<file path="src/rtl/free_list_pkg.sv">
// free_list_pkg: shared processor sizing for rename (physical tags, RAT, free list)
package free_list_pkg;
  localparam int PREG_WIDTH = 6;
  localparam int NUM_PREG = 64;
  localparam int NUM_AREG = 32;
  localparam int AREG_WIDTH = $clog2(NUM_AREG);
  localparam int RAT_DEPTH = NUM_AREG;
  typedef logic [PREG_WIDTH-1:0] preg_t;
  typedef logic [AREG_WIDTH-1:0] areg_t;
endpackage

</file>
<file path="src/rtl/free_list.sv">
// free_list: circular free list of physical tags; FREE_LIST_FLUSH_EN adds commit tracking and flush recovery
module free_list
  import free_list_pkg::*;
#(
  parameter int PREG_WIDTH = free_list_pkg::PREG_WIDTH,
  parameter int NUM_PREG = free_list_pkg::NUM_PREG,
  parameter int NUM_AREG = free_list_pkg::NUM_AREG
) (
  input  logic                  clk,
  input  logic                  rst,
  input  logic                  alloc_req,
  output logic [PREG_WIDTH-1:0] alloc_tag,
  output logic                  alloc_valid,
  input  logic                  free_en,
  input  logic [PREG_WIDTH-1:0] free_tag,
  output logic                  empty,
  output logic                  full,
  output logic [PREG_WIDTH:0]   free_count
`ifdef FREE_LIST_FLUSH_EN
  ,
  input  logic                  commit_en,
  input  logic                  flush
`endif
);
  localparam int PW = $clog2(NUM_PREG);
  localparam int CW = PREG_WIDTH + 1;
  logic [PREG_WIDTH-1:0] entry [NUM_PREG];
  logic [PW-1:0] head, tail, head_nx, tail_nx;
  logic [CW-1:0] count, count_nx;
  logic alloc_ok, free_ok;
`ifdef FREE_LIST_FLUSH_EN
  logic [PW-1:0] commit_head, commit_head_nx;
  function automatic logic [CW-1:0] ring_dist(input logic [PW-1:0] t, input logic [PW-1:0] h);
    return t >= h ? CW'(t) - CW'(h) : CW'(t) + CW'(NUM_PREG) - CW'(h);
  endfunction
`endif
  function automatic logic [PW-1:0] inc(input logic [PW-1:0] p);
    return p == PW'(NUM_PREG - 1) ? '0 : p + PW'(1);
  endfunction
  // outputs from registered state, then accepted operations and next pointers/count
  always_comb begin
    alloc_tag = entry[head];
    empty = count == '0;
    full = count == CW'(NUM_PREG - 1);
    alloc_valid = !empty;
    free_count = count;
    free_ok = free_en && free_tag != '0 && !full;
    tail_nx = free_ok ? inc(tail) : tail;
`ifdef FREE_LIST_FLUSH_EN
    alloc_ok = alloc_req && !empty && !flush;
    commit_head_nx = commit_en ? inc(commit_head) : commit_head;
    head_nx = flush ? commit_head_nx : alloc_ok ? inc(head) : head;
    count_nx = flush ? ring_dist(tail_nx, head_nx) : count + CW'(free_ok) - CW'(alloc_ok);
`else
    alloc_ok = alloc_req && !empty;
    head_nx = alloc_ok ? inc(head) : head;
    count_nx = count + CW'(free_ok) - CW'(alloc_ok);
`endif
  end
  // reset loads the non-architectural tags; otherwise write returned tag and advance pointers
  always_ff @(posedge clk) begin
    if (rst) begin
      for (int i = 0; i < NUM_PREG; i++)
        entry[i] <= i < NUM_PREG - NUM_AREG ? PREG_WIDTH'(NUM_AREG + i) : '0;
      head <= '0;
      tail <= PW'(NUM_PREG - NUM_AREG);
      count <= CW'(NUM_PREG - NUM_AREG);
`ifdef FREE_LIST_FLUSH_EN
      commit_head <= '0;
`endif
    end else begin
      if (free_ok) entry[tail] <= free_tag;
      head <= head_nx;
      tail <= tail_nx;
      count <= count_nx;
`ifdef FREE_LIST_FLUSH_EN
      commit_head <= commit_head_nx;
`endif
    end
  end
endmodule

</file>
<file path="config.mk">
export PLATFORM = sky130hd
export DESIGN_NAME = free_list
export DESIGN_NICKNAME = d
export VERILOG_FILES = /design/src/rtl/free_list_pkg.sv /design/src/rtl/free_list.sv
export SDC_FILE = /design/constraint.sdc
export NUM_CORES = 1
export LEC_CHECK = 0
export BUFFER_PORTS_ARGS = -buffer_cell sky130_fd_sc_hd__buf_2
export CAP_MARGIN = 20
export CORE_UTILIZATION = 40
export DETAILED_ROUTE_END_ITERATION = 10
export PLACE_DENSITY_LB_ADDON = 0.12
export SYNTH_ARGS = -nofsm -noshare
export SYNTH_HDL_FRONTEND = slang
export SYNTH_SLANG_ARGS = --single-unit
export TNS_END_PERCENT = 30
</file>
<file path="constraint.sdc">
create_clock -name clk -period 4 [get_ports clk]
set_input_delay 0.6 -clock clk [delete_from_list [all_inputs] [get_ports clk]]
set_output_delay 0.6 -clock clk [all_outputs]
set_load 0.03 [all_outputs]
</file>
# ---- Word-level counts from Yosys, hierarchy flattened
# Memories as Yosys holds them, arrays and structs flattened. A register that Yosys moved wholly into a read port is not among the register bits.
# Cells that the tools add are included.
dict set report op_classes {
  n_addsub 4
  eq_ne 3
  mux 12
  reduce_logical 8
}
# operator count
set op_table {}
lappend op_table {{6-bit 2-to-1 mux} 6}
lappend op_table {{6-bit by 1-bit adder with 6-bit output, second input constant} 2}
lappend op_table {{6-bit == test, second input constant} 2}
lappend op_table {{7-bit by 1-bit adder with 7-bit output} 1}
lappend op_table {{7-bit by 6-bit == test with 1-bit output, second input constant} 1}
lappend op_table {{7-bit logical NOT} 1}
lappend op_table {{7-bit by 1-bit subtractor with 7-bit output} 1}
lappend op_table {{1-bit 2-to-1 mux} 6}
lappend op_table {{6-bit nonzero test} 1}
lappend op_table {{6-bit OR reduction} 1}
lappend op_table {{1-bit logical AND} 3}
lappend op_table {{1-bit logical NOT} 2}
dict set report word_totals {
  register_bits 19
  ramBits 384
  inputBits 10
  out_inout_bits 16
  wordCells 31
  memories 1
}
# memory words width read_ports rd_clocked_by_memory_dff wr line_no
set memory_table {}
lappend memory_table {entry 64 6 1 1 64 free_list.sv:27} ;# logic [PREG_WIDTH-1:0] entry [NUM_PREG];

# ---- Logic depth before layout (Yosys ltp)
dict set report logic_depth {
  ltp_word 8
  ltp_mapped 14
  depth_no_buf 13
}

# ---- Least setup slack after synthesis
# No wires, ideal clock.
dict set report synth_path {
  kind {reg2reg}
  startpoint {reg count[2], in the netlist free_count[2]}
  endpoint {reg count[6], in the netlist free_count[6]}
  setup_time_ps 121
  t_arrival_ps 2981
  slack_ps 898
  stages_incl_launch_ff 14
  n_path_buf 1
  period_less_slack_ps 3102
  cell_sequence {dfxtp_1 > ha_1 > and4b_4 > a221o_1 > buf_2 > ha_1 > inv_1 > ha_1 > fa_1 > a21oi_1 > o21bai_1 > a21oi_1 > o21bai_1 > mux2_2}
}
dict set report synth_between {
  elab_chain_len 5
  word_cells_on_any_way 8
  cone_classes {2 x add/sub; 1 x eq/ne; 5 x reduce/logical}
}
# item line_no
set synth_lines {}
lappend synth_lines {{start: declaration} free_list.sv:29} ;# logic [CW-1:0] count, count_nx;
lappend synth_lines {{start signal: assignment} free_list.sv:67} ;# count <= CW'(NUM_PREG - NUM_AREG);
lappend synth_lines {{start signal: assignment} free_list.sv:75} ;# count <= count_nx;
lappend synth_lines {{7-bit by 6-bit == test with 1-bit output} free_list.sv:44} ;# full = count == CW'(NUM_PREG - 1);
lappend synth_lines {{1-bit logical NOT} free_list.sv:47} ;# free_ok = free_en && free_tag != '0 && !full;
lappend synth_lines {{1-bit logical AND} free_list.sv:47}
lappend synth_lines {{7-bit by 1-bit adder with 7-bit output} free_list.sv:57} ;# count_nx = count + CW'(free_ok) - CW'(alloc_ok);
lappend synth_lines {{7-bit by 1-bit subtractor with 7-bit output (*)} free_list.sv:57}
# Every way passes the cells marked *; elsewhere a longest branch is shown, timed or not.
# A chain may end at the register's enable or synchronous reset.

==> impl_metrics.yaml <==
status:
  status: "completed"
finish:
  fin_util_pct: 46.04
  layout-drive-gt1-share_pct: 22.65
  area_delta_synth_final_pct: 12.45
  final_common_cell: "edfxtp_1"
  nets: 1437
  diodes: 0
  fin_cells: 2055
  num-fill-cells: 4132
  final_cell_mix: "384 x edfxtp_1, 194 x nor3_1, 130 x nor2_1"
sta:
  slew_violations: 0
  maxSlewHeadroom_pct: 32.70
  timing.final.hold_violations: 0
  finalSetupViolCount: 0
  max_freq_mhz: 255.7
  fin_skew_ns: 0.02287
  rsz0062_at_grt: "false"
  fin_crit_ns: 3.910
  fin_hold_ws_ns: 0.3328
  fin_crit_sh_pct: 97.76
  setup_tns_ns: 0
  tightest_slew_ns: 1.009
routing:
  wl_um: 54490
  drc_errors: 0
  wl_per_cell_um: 26.52
  vias_per_cell: 5.856
  vias: 12030
  drtIter0Drc: 1212
  ant_nets: 0
  first_pass_iters: 5
placed_design:
  gp_congestion: 0.8177
  place_inst: 1963
  place_hpwl_um: 34190
  numPortBuffers: 25
yosys:
  ys_types: 63
  synth_edf_count: 384
  synth_fp_nets: 1452
  ys_seq_area_share_pct: 62.60
  synthArstFlopShare_pct: 0
  yosysWarnings: 0
  syn_area_per_cell_sq_um: 13.46
  ys_seq_elements: 409
  synthCells: 1428
  mappedNetlistArea_sq_um: 19220
  synth_flop_cell: "edfxtp_1"
grt:
  grtUsageTotal_pct: 22.39
  grt_antenna_before_repair: 3
  grt_max_degree: 84
  grt_pass1_vias: 12020
  grt_pass1_wl_um: 81140
  gr-total-overflow: 0
setup_path:
  worstPathArrival_ns: 3.31
  crit_type: "reg -> out"
  r2r_slack_ns: 1.01
  path_max_fanout: 41
  endpoint_kind: "output port"
  start_kind: "register"
  critPathRequiredTime_ns: 3.40
floorplan:
  fp.coreArea_sq_um: 46950
  initial_core_util_pct: 40.94
  die-area_sq_um: 48930
  io_pins: 26
  rows: 79
  dieWidth_um: 221.2
  die_h_um: 221.2
clock_tree:
  root_buffer: "clkbuf_16"
  clkTransAtPathRegs_ns: 0.05
  htreeDepth: 2
  cts_buffers: 47
  clock_path_buffers: 3
  cts_tree: "built"
  clock-sinks: 409
  clk_latency_ns: 0.59
flow_run:
  drv_cap: 0
power:
  power.density_nw_per_um2: 506.5
  vdd_drop_max_mv: 0.3230
  p_leak_nw: 6.729
hold_path:
  holdCritPathClass: "in -> reg"
Yosys cell counts, drive strengths merged, types with 25 or more instances:
| cell type | number | area, sq um |
|---|---|---|
| nor2 | 130 | 488.0 |
| edfxtp | 384 | 11530 |
| nand2 | 72 | 270.3 |
| nand3 | 46 | 245.2 |
| buf | 59 | 402.9 |
| and2 | 35 | 219.0 |
| or3 | 29 | 181.4 |
| clkbuf | 91 | 342.8 |
| nor3 | 196 | 990.9 |
| nand2b | 45 | 281.5 |
| or2 | 54 | 337.8 |
| mux4 | 95 | 2140 |
| dfxtp | 25 | 500.5 |
worst max-delay path: stages (launching register included):
cell	delay, ns
dfxtp_2	0.66
buf_12	0.31
mux4_2	0.41
mux4_2	0.49
a21oi_1	0.39
o22ai_1	0.21
buf_2	0.23
state kept, by name (all words and copies together) (netlist names), named ones only:
signal / flops
entry: 384
tail: 6
free_count: 7
head: 6
repair_timing:
action                     CTS  global route
gates cloned                 0             0
hold buffers                 0             0
gates resized for setup      0             1
buffers inserted             1             7
setup endpoints to repair    3             1
path summary, 6_finish.rpt:
check | from | to | depth (start not counted)
setup reg to reg | free_count[5] | free_count[6] | 13
hold reg to reg | tail[1] | tail[1] | 2
setup / recovery | register | alloc_tag[4] | 6
hold / removal | free_en | tail[1] | 3
metrics by stage:
stage,cell area (sq um),setup WS [ns],power [mW]
CTS,21530,0.07585,10.98
detailed placement,19870,0.5226,6.345
global route,21610,0.02769,11.29
finish,21610,0.08962,10.95
floorplan,19220,0.8982,5.983
global placement,19870,0.5159,6.337
power by group:
| part | leakage, nW | switching (mW) | internal (mW) |
|---|---|---|---|
| logic | 2.16 | 0.798 | 0.590 |
| registers | 3.77 | 0.108 | 4.80 |
| clock network | 0.794 | 1.77 | 2.88 |
cell families after synthesis:
group,synth area share [%]
fa+ha+maj,0.9504
mux,11.67
buf+inv,4.192
flops,62.60
xor+xnor,0.5012
simple gates,17.24
compound gates,2.851
per-layer routing:
metal	wire [um]	part of all wire (%)	vias up	global-route usage, %
li1	-	-	5347	-
met1	24490	45	6216	32.07
met2	25340	47	396	34.94
met3	3717	6.8	71	4.807
met4	923	1.7	4	5.053
met5	23	0.042	-	0
cell type report:
cell class              count  area (sq um)  area share, %
clock inverters            26         407.9          1.887
repair buffers             86         715.7          3.311
well taps                 607         759.5          3.514
multi-input cells         853          6404          29.63
clock buffers              58          1227          5.679
flip-flops and latches    409         12040          55.70
inverters                  16         60.06         0.2779
(Power assumes the default switching activity.)
